===== config.mk =====
export PLATFORM = sky130hd
export DESIGN_NAME = usb_rx_bit_frontend
export DESIGN_NICKNAME = d
export VERILOG_FILES = /design/src/rtl/usb_rx_bit_frontend.sv
export SDC_FILE = /design/constraint.sdc
export NUM_CORES = 1
export LEC_CHECK = 0
export CORE_MARGIN = 5
export CORE_UTILIZATION = 52
export DETAILED_ROUTE_END_ITERATION = 6
export PLACE_DENSITY_LB_ADDON = 0.15
export SLEW_MARGIN = 20
export SYNTH_ARGS = -nofsm -noshare
export SYNTH_HDL_FRONTEND = slang
export SYNTH_SLANG_ARGS = --single-unit

===== constraint.sdc =====
create_clock -name clk -period 1.6 [get_ports clk]
set_input_delay 0.16 -clock clk [delete_from_list [all_inputs] [get_ports clk]]
set_output_delay 0.16 -clock clk [all_outputs]
set_load 0.01 [all_outputs]

===== src/rtl/usb_rx_bit_frontend.sv =====
// ---------------------------------------------------------------------------
// usb_rx_bit_frontend
//
// Receive-side bit front end for the hub's serial PID/sequence detectors.
// One sampled line bit arrives per bit-time (qualified by line_valid). The
// block NRZI-decodes it, hunts for the SYNC pattern, strips stuffed bits and
// presents the payload one bit per data_valid pulse, framed by sync_found
// and eop. Stuffing violations and over-long packets are flagged so the hub
// control logic can abandon the packet.
//
// Ports
//   clk          system clock
//   rst          synchronous, active-high reset
//   line_valid   strobe: line_bit_in / se0 carry a new bit-time sample
//   line_bit_in  sampled differential line state (1=J, 0=K), NRZI encoded
//   se0          single-ended zero seen on this strobe
//   data_out     decoded, unstuffed payload bit (holds between pulses)
//   data_valid   1-cycle pulse: data_out is a payload bit (PID first, LSB first)
//   sync_found   1-cycle pulse: SYNC matched, payload starts on next data_valid
//   pkt_active   high while a packet is being received
//   eop          1-cycle pulse: SE0 ended the packet
//   stuff_err    1-cycle pulse: seventh consecutive decoded 1 received
//   babble_err   1-cycle pulse: more than MAX_BITS payload bits without EOP
//
// All outputs are registered; each response appears the cycle after the
// strobe that caused it. At most one pulse output is high in any cycle.
// ---------------------------------------------------------------------------
module usb_rx_bit_frontend #(
    parameter int SYNC_LEN = 8,
    parameter int MAX_BITS = 8232,
    parameter int CNT_W    = 14
) (
    input  logic clk,
    input  logic rst,
    input  logic line_valid,
    input  logic line_bit_in,
    input  logic se0,
    output logic data_out,
    output logic data_valid,
    output logic sync_found,
    output logic pkt_active,
    output logic eop,
    output logic stuff_err,
    output logic babble_err
);

    typedef enum logic [0:0] {
        HUNT = 1'b0,
        DATA = 1'b1
    } state_t;

    // The SYNC window is SYNC_LEN bits wide, but its newest bit is always the
    // bit being decoded this strobe, so only the older SYNC_LEN-1 bits need
    // storage. A history of all ones can never be mistaken for SYNC.
    localparam int                HIST_W    = SYNC_LEN - 1;
    localparam logic [CNT_W-1:0]  BIT_LIMIT = CNT_W'(MAX_BITS);
    localparam logic [2:0]        STUFF_RUN = 3'd6;
    localparam logic [2:0]        RUN_MAX   = 3'd7;

    state_t             state;
    logic               prev_line;
    logic [2:0]         ones_cnt;
    logic [CNT_W-1:0]   bit_cnt;
    logic [HIST_W-1:0]  sync_hist;

    logic               dec;
    logic               sync_match;
    logic [2:0]         ones_inc;
    logic [HIST_W-1:0]  hist_shift;

    // NRZI decode: no transition means a 1. SYNC is recognised when the
    // current decoded bit is 1 and every stored older bit is 0.
    always_comb begin
        dec        = (line_bit_in == prev_line);
        hist_shift = {sync_hist[HIST_W-2:0], dec};
        sync_match = dec && (sync_hist == '0);
        ones_inc   = (ones_cnt == RUN_MAX) ? RUN_MAX : ones_cnt + 3'd1;
    end

    // Single sequential block holding the hunt/data state machine and all
    // registered outputs. Pulse outputs default low every cycle so they can
    // only be high for the cycle after a qualifying strobe. An SE0 strobe
    // never yields a decoded bit; it re-references NRZI to J and clears the
    // stuffing run. Inside a packet the strobe handling follows a strict
    // priority: EOP, stuffed-bit drop, stuffing error, babble, payload bit.
    always_ff @(posedge clk) begin
        if (rst) begin
            state      <= HUNT;
            prev_line  <= 1'b1;
            ones_cnt   <= 3'd0;
            bit_cnt    <= '0;
            sync_hist  <= '1;
            data_out   <= 1'b0;
            data_valid <= 1'b0;
            sync_found <= 1'b0;
            pkt_active <= 1'b0;
            eop        <= 1'b0;
            stuff_err  <= 1'b0;
            babble_err <= 1'b0;
        end else begin
            data_valid <= 1'b0;
            sync_found <= 1'b0;
            eop        <= 1'b0;
            stuff_err  <= 1'b0;
            babble_err <= 1'b0;

            if (line_valid) begin
                if (se0) begin
                    prev_line <= 1'b1;
                    ones_cnt  <= 3'd0;
                end else begin
                    prev_line <= line_bit_in;
                end

                case (state)
                    HUNT: begin
                        if (!se0) begin
                            sync_hist <= hist_shift;
                            if (sync_match) begin
                                sync_found <= 1'b1;
                                pkt_active <= 1'b1;
                                ones_cnt   <= 3'd1;
                                bit_cnt    <= '0;
                                sync_hist  <= '1;
                                state      <= DATA;
                            end
                        end
                    end

                    DATA: begin
                        if (se0) begin
                            eop        <= 1'b1;
                            pkt_active <= 1'b0;
                            sync_hist  <= '1;
                            state      <= HUNT;
                        end else if (ones_cnt == STUFF_RUN) begin
                            if (!dec) begin
                                ones_cnt <= 3'd0;
                            end else begin
                                stuff_err  <= 1'b1;
                                pkt_active <= 1'b0;
                                ones_cnt   <= 3'd0;
                                sync_hist  <= '1;
                                state      <= HUNT;
                            end
                        end else if (bit_cnt == BIT_LIMIT) begin
                            babble_err <= 1'b1;
                            pkt_active <= 1'b0;
                            ones_cnt   <= 3'd0;
                            sync_hist  <= '1;
                            state      <= HUNT;
                        end else begin
                            data_out   <= dec;
                            data_valid <= 1'b1;
                            bit_cnt    <= bit_cnt + CNT_W'(1);
                            ones_cnt   <= dec ? ones_inc : 3'd0;
                        end
                    end

                    default: begin
                        state <= HUNT;
                    end
                endcase
            end
        end
    end

endmodule


==> results.json, run 1 <==
{
  "status": "finished with violations",
  "violations": "negative setup slack",
  "hold_viol_final": 0,
  "clock-sinks": 33,
  "final_max_slew_viol_count": 0,
  "hold-path-cell-count": 3,
  "swShare": 0.253,
  "cp.arrival_ps": 2000,
  "coreArea_um2": 3050,
  "tightestPinTransition_ps": 330,
  "min_period_ps": 1730,
  "crit_path_max_fanout": 8,
  "p_clk_frac": 0.350,
  "syn_to_final_growth_pct": 45.6,
  "io_buffers": 11,
  "switchingPower_mw": 0.396,
  "final.period_utilization": 1.08,
  "syn_area_um2": 1660,
  "synth_cells": 189,
  "drtIter0Drc": 120,
  "rsz0062_at_grt": "true",
  "cts_made_buffers": 5,
  "wl_per_cell_um": 15.9,
  "path_cells": "inv_2 > ha_4 > and4bb_2 > nand4_4 > a211oi_4 > buf_6 > buf_12 > nor3_1 > a21oi_1",
  "drv_cap": 0,
  "start_kind": "flop",
  "path_class": "flop to flop",
  "clock_latency_ps": 350,
  "cp_slowest_cell": "dfxtp_2",
  "fmax_mhz": 578,
  "dr.pass1.iters": 4,
  "cp.required_ps": 1870,
  "clock_path_buffers": 2,
  "dpl.hpwl_um": 3040,
  "grt_use_total": 0.216,
  "setup.worst_path.end_class": "flop",
  "final.setup.tns_ps": -1450,
  "pwr-share-seq": 0.532,
  "ys_seq_area_frac": 0.397,
  "rows": 20,
  "io-pin-count": 12,
  "grt_max_degree": 16,
  "grt_pass1_wl_um": 7280,
  "synthFlopType": "dfxtp_1",
  "viasPerCell": 5.61,
  "antenna_found_initial": 0,
  "yosysWarningCount": 0,
  "finalNetCount": 260,
  "die_w_um": 66.6,
  "intPower_mw": 1.17,
  "finalSetupViolCount": 22,
  "slew_headroom": 0.780,
  "ir_worst_vdd_mv": 0.474,
  "clock_skew_ps": 3.94,
  "drt_wl_total_um": 4700,
  "total_power_mw": 1.57,
  "hold_buffers": 0,
  "hp-class": "primary input to flop",
  "ys_seq_elements": 33,
  "die_area_um2": 4430,
  "cts-htree-levels": 2,
  "async_reset_ff_frac": 0,
  "synth_cell_types": 45,
  "pwr-share-comb": 0.119,
  "setup_ws_ps": -130,
  "rr_worst_depth": 9,
  "gr-total-overflow": 0,
  "syn-num-nets": 198,
  "power_leakage_nw": 0.939,
  "drive_above_1_share": 0.389,
  "clkSlewWorstSetupHoldPaths_ps": 100,
  "synth_edf_count": 0,
  "pre_cts_ws_ps": -301,
  "ant_nets": 0,
  "start_util": 0.545,
  "gp_congestion": 0.896,
  "synth.avg_cell_area_um2": 8.80,
  "vias": 1661,
  "max_stage_delay_ps": 340,
  "die_y_um": 66.6,
  "ctsRootBufferMaster": "clkbuf_4",
  "grt_pass1_vias": 1614,
  "power.density_nw_per_um2": 647,
  "drc": 0,
  "cts_tree": "done",
  "diodes": 0
}
-- timing repair --
item	in CTS	in global routing
setup buffers	3	4
gates cloned	0	2
endpoints found under the setup margin	23	27
pin swaps	13	11
gates resized for setup	15	20
endpoints found under the hold margin	0	0
-- stage by stage --
stage | util | instance area [um^2] | instances | hold slack [ps]
after floorplan | - | 1670 | 189 | 282
after global placement | 0.699 | 2130 | 279 | 483
after detailed placement | 0.699 | 2130 | 279 | 505
after CTS | 0.747 | 2280 | 290 | 484
after global routing | 0.793 | 2420 | 296 | 518
final | 0.793 | 2420 | 296 | 495
-- critical path, delay by kind of cell (launching register included) --
kind / cells / cell delay, ps
adders and majority gates: 1 / 130
buffers and inverters: 3 / 350
DFF: 1 / 340
and+or+nand+nor: 3 / 450
AOI/OAI and AO/OA: 2 / 370
-- layout by cell type, fill, tap and decap left out, types with 3 or more instances in the layout --
| master | netlist | layout |
|---|---|---|
| a21oi_1 | 17 | 14 |
| buf_6 | 2 | 5 |
| a21oi_2 | 1 | 4 |
| clkbuf_4 | 0 | 5 |
| and3_1 | 3 | 3 |
| buf_4 | 1 | 47 |
| and4_1 | 3 | 3 |
| nand2_1 | 15 | 15 |
| clkdlybuf4s50_1 | 0 | 11 |
| nor2_1 | 24 | 23 |
| nor3_1 | 14 | 13 |
| or3_1 | 6 | 4 |
| xor2_1 | 8 | 8 |
| dfxtp_1 | 33 | 30 |
| o2111ai_2 | 0 | 3 |
| o21ai_0 | 8 | 7 |
| inv_1 | 6 | 4 |
-- cell usage after synthesis, drive strengths merged (2+ instances only) --
| cell type | n | area [um^2] |
|---|---|---|
| dfxtp | 33 | 661 |
| nor2 | 24 | 90.1 |
| a21oi | 19 | 110 |
| nand2 | 15 | 56.3 |
| nor3 | 15 | 86.3 |
| o21ai | 8 | 40.0 |
| xor2 | 8 | 70.1 |
| buf | 7 | 50.1 |
| inv | 6 | 22.5 |
| or3 | 6 | 37.5 |
| o2111ai | 5 | 43.8 |
| and3 | 4 | 26.3 |
| clkbuf | 4 | 15.0 |
| ha | 4 | 50.1 |
| a211oi | 3 | 40.0 |
| and2 | 3 | 18.8 |
| and4 | 3 | 26.3 |
| nand4 | 3 | 33.8 |
| and4bb | 2 | 25.0 |
| nand2b | 2 | 12.5 |
| o211ai | 2 | 33.8 |
-- final timing paths --
check	startpoint	endpoint	slack (ps)
setup / recovery	bit_cnt[1]$_SDFFE_PP0P_	sync_hist[5]$_SDFFE_PP1P_	-130
hold / removal	se0	eop$_SDFF_PP0_	490
setup reg to reg	bit_cnt[1]$_SDFFE_PP0P_	sync_hist[5]$_SDFFE_PP1P_	-130
hold reg to reg	bit_cnt[10]$_SDFFE_PP0P_	bit_cnt[10]$_SDFFE_PP0P_	520
-- cell type report --
type / instances / area, um^2
multi-input cells: 139 / 1020
flip-flops and latches: 33 / 667
fillers: 213 / 631
repair buffers: 66 / 584
clock buffers: 7 / 65.1
well taps: 44 / 55.1
inverters: 6 / 22.5
clock inverters: 1 / 5.00
-- power groups by stage --
stage | logic (mW) | clock network (mW) | registers [mW]
after global placement | 0.146 | 0 | 0.853
after CTS | 0.156 | 0.551 | 0.835
final | 0.186 | 0.548 | 0.833
after detailed placement | 0.149 | 0 | 0.853
after global routing | 0.199 | 0.597 | 0.835
after floorplan | 0.0784 | 0 | 0.852
-- cells by family after synthesis --
| logic type | after synthesis | synth area share |
|---|---|---|
| fa+ha+maj | 4 | 0.0301 |
| simple gates | 81 | 0.269 |
| xor+xnor | 9 | 0.0519 |
| buf+inv | 17 | 0.0526 |
| mux | 1 | 0.00602 |
| compound gates | 44 | 0.193 |
| flops | 33 | 0.397 |
-- flip-flops by register name, summed over array words and instances, names as in the netlist --
name	cells
bit_cnt	14
sync_hist	7
ones_cnt	3
babble_err	1
data_out	1
data_valid	1
eop	1
pkt_active	1
prev_line	1
state	1
stuff_err	1
sync_found	1
-- per-layer routing --
layer / track usage / share of wire
met1: 0.246 / 0.42
met2: 0.384 / 0.53
met3: 0.0641 / 0.044
met4: 0.0685 / 0.0089
met5: 0 / 0
Power figures use the tool's default switching activity.
==> inputs of run 2 (changes only) <==
Settings changed: CORE_UTILIZATION 52 to 61.
Clock period 1.6 ns to 2.06 ns, I/O delays scaled along.
==> results.json, run 2 (synthesis results as in run 1) <==
{
  "tightestPinTransition_ps": 319,
  "die_area_um2": 3870,
  "rows": 19,
  "status": "finished clean",
  "cts-htree-levels": 2,
  "swShare": 0.246,
  "die_w_um": 62.2,
  "die_y_um": 62.2,
  "io_buffers": 11,
  "start_util": 0.619,
  "finalSetupViolCount": 0,
  "final_max_slew_viol_count": 0,
  "drv_cap": 0,
  "ant_nets": 0,
  "grt_pass1_vias": 1416,
  "grt_pass1_wl_um": 6510,
  "fin_area_um2": 1890,
  "final_common_cell": "dfxtp_1",
  "drive_above_1_share": 0.148,
  "syn_to_final_growth_pct": 13.8,
  "crit_path_max_fanout": 15,
  "slew_headroom": 0.786,
  "top_register": "bit_cnt",
  "r2r_slack_ps": 190,
  "start_kind": "flop",
  "cts_resized": 0,
  "ir_worst_vdd_mv": 0.515,
  "grt_max_degree": 16,
  "final.setup.tns_ps": 0,
  "hold_buffers": 0,
  "holdPathEnd": "bit_cnt[1]$_SDFFE_PP0P_",
  "switchingPower_mw": 0.267,
  "fmax_mhz": 535,
  "clock_path_buffers": 2,
  "cp.arrival_ps": 2130,
  "drc": 0,
  "cp.required_ps": 2320,
  "intPower_mw": 0.817,
  "min_period_ps": 1870,
  "drt_wl_total_um": 3550,
  "hold-path-cell-count": 2,
  "diodes": 0,
  "power.density_nw_per_um2": 572,
  "dr.pass1.iters": 4,
  "layout_common_cells": "dfxtp_1, nor2_1, a21oi_1",
  "vias": 1445,
  "drtIter0Drc": 68,
  "clock-sinks": 33,
  "post-cts-setup-buffer-count": 0,
  "wl_per_cell_um": 14.7,
  "pwr-share-seq": 0.597,
  "clock_latency_ps": 330,
  "r2r-start": "bit_cnt[0]$_SDFFE_PP0P_",
  "finalNetCount": 218,
  "p_clk_frac": 0.314,
  "path_class": "flop to flop",
  "rsz0062_at_grt": "false",
  "setup.worst_path.end_class": "flop",
  "gr-total-overflow": 0,
  "power_leakage_nw": 0.679,
  "clock_skew_ps": 11.7,
  "grt_use_total": 0.205,
  "hp-class": "flop to flop",
  "dpl.hpwl_um": 2670,
  "place_area_um2": 1850,
  "largestRegisters": "bit_cnt: 14 flops, sync_hist: 7 flops, ones_cnt: 3 flops",
  "ctsRootBufferMaster": "clkbuf_4",
  "final.period_utilization": 0.907,
  "hold_viol_final": 0,
  "rr_worst_depth": 8,
  "coreArea_um2": 2690,
  "clkSlewWorstSetupHoldPaths_ps": 90,
  "r2r-end": "sync_hist[5]$_SDFFE_PP1P_",
  "viasPerCell": 6.00,
  "hold_start": "bit_cnt[1]$_SDFFE_PP0P_",
  "io-pin-count": 12,
  "gp_congestion": 0.934,
  "cts_tree": "done",
  "largest_reg_flops": 14,
  "antenna_found_initial": 0,
  "pwr-share-comb": 0.089,
  "cts_made_buffers": 5
}
run 2: cell types whose count changed in the layout (fill, tap and decap cells not counted), moves of 3 or more:
cell	previous run	this run
a21oi_1	14	17
a21oi_2	4	1
buf_4	47	13
buf_6	5	0
clkbuf_1	0	3
dfxtp_1	30	33
o2111ai_1	1	5
o2111ai_2	3	0
run 2: layer usage:
layer	GRT usage	vias up	wire length [um]
li1	-	724	-
met1	0.235	679	1530
met2	0.345	35	1800
met3	0.0613	7	161
met4	0.0976	0	64
met5	0	-	0
run 2: critical path: stages (launching register included):
cell	delay [ps]
dfxtp_1	350
inv_1	140
ha_1	170
and4bb_2	260
nand4_4	160
a211oi_4	300
buf_4	230
nor3_1	60
a21oi_1	120
run 2: cell type report:
class	instances	area, um^2
clock buffer	8	48.8
fill	230	792
inverter	6	22.5
multi-input combinational	139	916
sequential	33	661
tap	31	38.8
timing repair buffer	24	208
run 2: power by group through the flow:
stage               Clock (mW)  Combinational (mW)  Sequential, mW
floorplan                    0              0.0606           0.662
global placement             0              0.0922           0.662
detailed placement           0              0.0952           0.662
CTS                      0.355              0.0955           0.647
global route             0.405               0.106           0.649
finish                   0.340              0.0966           0.647
run 2: through the flow:
step / util / setup slack, ps / hold WS (ps) / power (mW) / instances
CTS: 0.705 / 149 / 510 / 1.10 / 241
detailed placement: 0.687 / 30.5 / 497 / 0.757 / 233
global placement: 0.687 / 83.5 / 481 / 0.754 / 233
floorplan: - / 361 / 328 / 0.722 / 189
finish: 0.705 / 191 / 503 / 1.08 / 241
global route: 0.705 / 52.4 / 540 / 1.16 / 241
run 2: worst max-delay path by stage:
stage | from | endpoint | slack (ps) | cells after the start
finish | bit_cnt[0]$_SDFFE_PP0P_ | sync_hist[5]$_SDFFE_PP1P_ | 190 | 8
global placement | line_bit_in | bit_cnt[13]$_SDFFE_PP0P_ | 80 | 6
global route | bit_cnt[0]$_SDFFE_PP0P_ | sync_hist[2]$_SDFFE_PP1P_ | 50 | 8
detailed placement | line_bit_in | bit_cnt[9]$_SDFFE_PP0P_ | 30 | 6
floorplan | bit_cnt[0]$_SDFFE_PP0P_ | pkt_active$_SDFFE_PP0P_ | 360 | 7
CTS | bit_cnt[0]$_SDFFE_PP0P_ | state$_SDFFE_PP0P_ | 150 | 7
==> inputs of run 3 (changes only) <==
Settings changed: CTS_BUF_LIST set to sky130_fd_sc_hd__clkbuf_16, PLACE_DENSITY set to 0.82, PLACE_DENSITY_LB_ADDON 0.15 to not set.
==> results.json, run 3 (synthesis results as in run 1) <==
{
  "pwr-share-seq": 0.461,
  "drtIter0Drc": 84,
  "vias": 1454,
  "clkSlewWorstSetupHoldPaths_ps": 50,
  "p_clk_frac": 0.470,
  "final_max_slew_viol_count": 0,
  "hp-class": "flop to flop",
  "grt_max_degree": 16,
  "crit_path_max_fanout": 6,
  "antenna_found_initial": 0,
  "viasPerCell": 6.08,
  "rows": 19,
  "die_w_um": 62.2,
  "drive_above_1_share": 0.144,
  "largestRegisters": "bit_cnt: 14 flops, sync_hist: 7 flops, ones_cnt: 3 flops",
  "rsz0062_at_grt": "false",
  "die_area_um2": 3870,
  "n_fill_cell": 207,
  "ctsRootBufferMaster": "clkbuf_16",
  "power.density_nw_per_um2": 717,
  "slew_headroom": 0.745,
  "cp.arrival_ps": 2020,
  "path_class": "flop to flop",
  "diodes": 0,
  "coreArea_um2": 2690,
  "finalNetCount": 217,
  "clock_skew_ps": 3.76,
  "min_period_ps": 1860,
  "total_power_mw": 1.41,
  "die_y_um": 62.2,
  "drv_cap": 0,
  "setup.worst_path.end_class": "flop",
  "cts_made_buffers": 5,
  "ir_worst_vdd_mv": 0.886,
  "grt_pass1_wl_um": 6580,
  "start_kind": "flop",
  "syn_to_final_growth_pct": 18.4,
  "layout_common_cells": "dfxtp_1, nor2_1, a21oi_1",
  "dr.pass1.iters": 4,
  "pre_cts_ws_ps": -6.00,
  "io_buffers": 11,
  "post-cts-setup-buffer-count": 0,
  "finalSetupViolCount": 0,
  "hold_buffers": 0,
  "top_register": "bit_cnt",
  "ant_nets": 0,
  "cts-htree-levels": 2,
  "gp_congestion": 0.841,
  "io-pin-count": 12,
  "clock-sinks": 33,
  "drt_wl_total_um": 3720,
  "place_area_um2": 1840,
  "r2r-end": "ones_cnt[2]$_SDFFE_PP0P_",
  "clock_path_buffers": 2,
  "dp_cells": 232,
  "intPower_mw": 1.12,
  "hold_start": "ones_cnt[1]$_SDFFE_PP0P_",
  "status": "finished clean",
  "whs_ps": 514,
  "grt_use_total": 0.210,
  "holdPathEnd": "ones_cnt[1]$_SDFFE_PP0P_",
  "ff_latch_area_um2": 661,
  "r2r-start": "bit_cnt[1]$_SDFFE_PP0P_",
  "largest_reg_flops": 14,
  "gr-total-overflow": 0,
  "drc": 0,
  "switchingPower_mw": 0.298,
  "cp.required_ps": 2220,
  "final_cells": 239,
  "final.period_utilization": 0.905,
  "fin_area_um2": 1970,
  "power_leakage_nw": 0.714,
  "grt_pass1_vias": 1485,
  "rr_worst_depth": 8,
  "start_util": 0.619,
  "wl_per_cell_um": 15.5,
  "multi_input_area_um2": 916,
  "clock_latency_ps": 270,
  "utilization": 0.734,
  "cts_tree": "done",
  "cts_resized": 0,
  "hold-path-cell-count": 2,
  "tightestPinTransition_ps": 381,
  "fmax_mhz": 537,
  "swShare": 0.211,
  "final.setup.tns_ps": 0,
  "final_common_cell": "dfxtp_1",
  "dpl.hpwl_um": 2760,
  "hold_viol_final": 0,
  "pwr-share-comb": 0.069,
  "setup_ws_ps": 196,
  "r2r_slack_ps": 200
}
[run 3: cell type report]
cell class / instances / area share
sequential: 33 / 0.335
inverter: 6 / 0.0114
multi-input combinational: 139 / 0.465
clock buffer: 5 / 0.0635
timing repair buffer: 23 / 0.102
tap: 31 / 0.0197
clock inverter: 2 / 0.00381
[run 3: critical path: stages, from the launching register on]
cell      delay (ps)
dfxtp_1          320
inv_1            140
ha_1             190
and4bb_2         260
nand4_4          170
and2_0           260
buf_4            170
a32oi_1          180
a21oi_1           50
[run 3: worst max-delay path by stage]
stage | start | to | slack [ps] | cells after the start
after floorplan | bit_cnt[0]$_SDFFE_PP0P_ | pkt_active$_SDFFE_PP0P_ | 360 | 7
after CTS | bit_cnt[1]$_SDFFE_PP0P_ | ones_cnt[2]$_SDFFE_PP0P_ | 190 | 8
after detailed placement | line_bit_in | bit_cnt[13]$_SDFFE_PP0P_ | -6 | 6
after global routing | bit_cnt[1]$_SDFFE_PP0P_ | sync_hist[5]$_SDFFE_PP1P_ | 50 | 8
after global placement | line_bit_in | bit_cnt[13]$_SDFFE_PP0P_ | 50 | 6
final | bit_cnt[1]$_SDFFE_PP0P_ | ones_cnt[2]$_SDFFE_PP0P_ | 200 | 8
[run 3: per-layer routing]
layer,track usage,part of all wire,vias up
met4,0.119,0.024,0
met2,0.345,0.51,44
met5,0,0,-
li1,-,-,718
met3,0.0667,0.043,12
met1,0.236,0.42,680
[run 3: power by group through the flow]
stage               clock network, mW  logic (mW)  registers [mW]
detailed placement                  0      0.0956           0.663
global placement                    0      0.0931           0.663
finish                          0.665      0.0977           0.651
floorplan                           0      0.0606           0.662
global route                    0.730       0.106           0.651
CTS                             0.682      0.0965           0.651
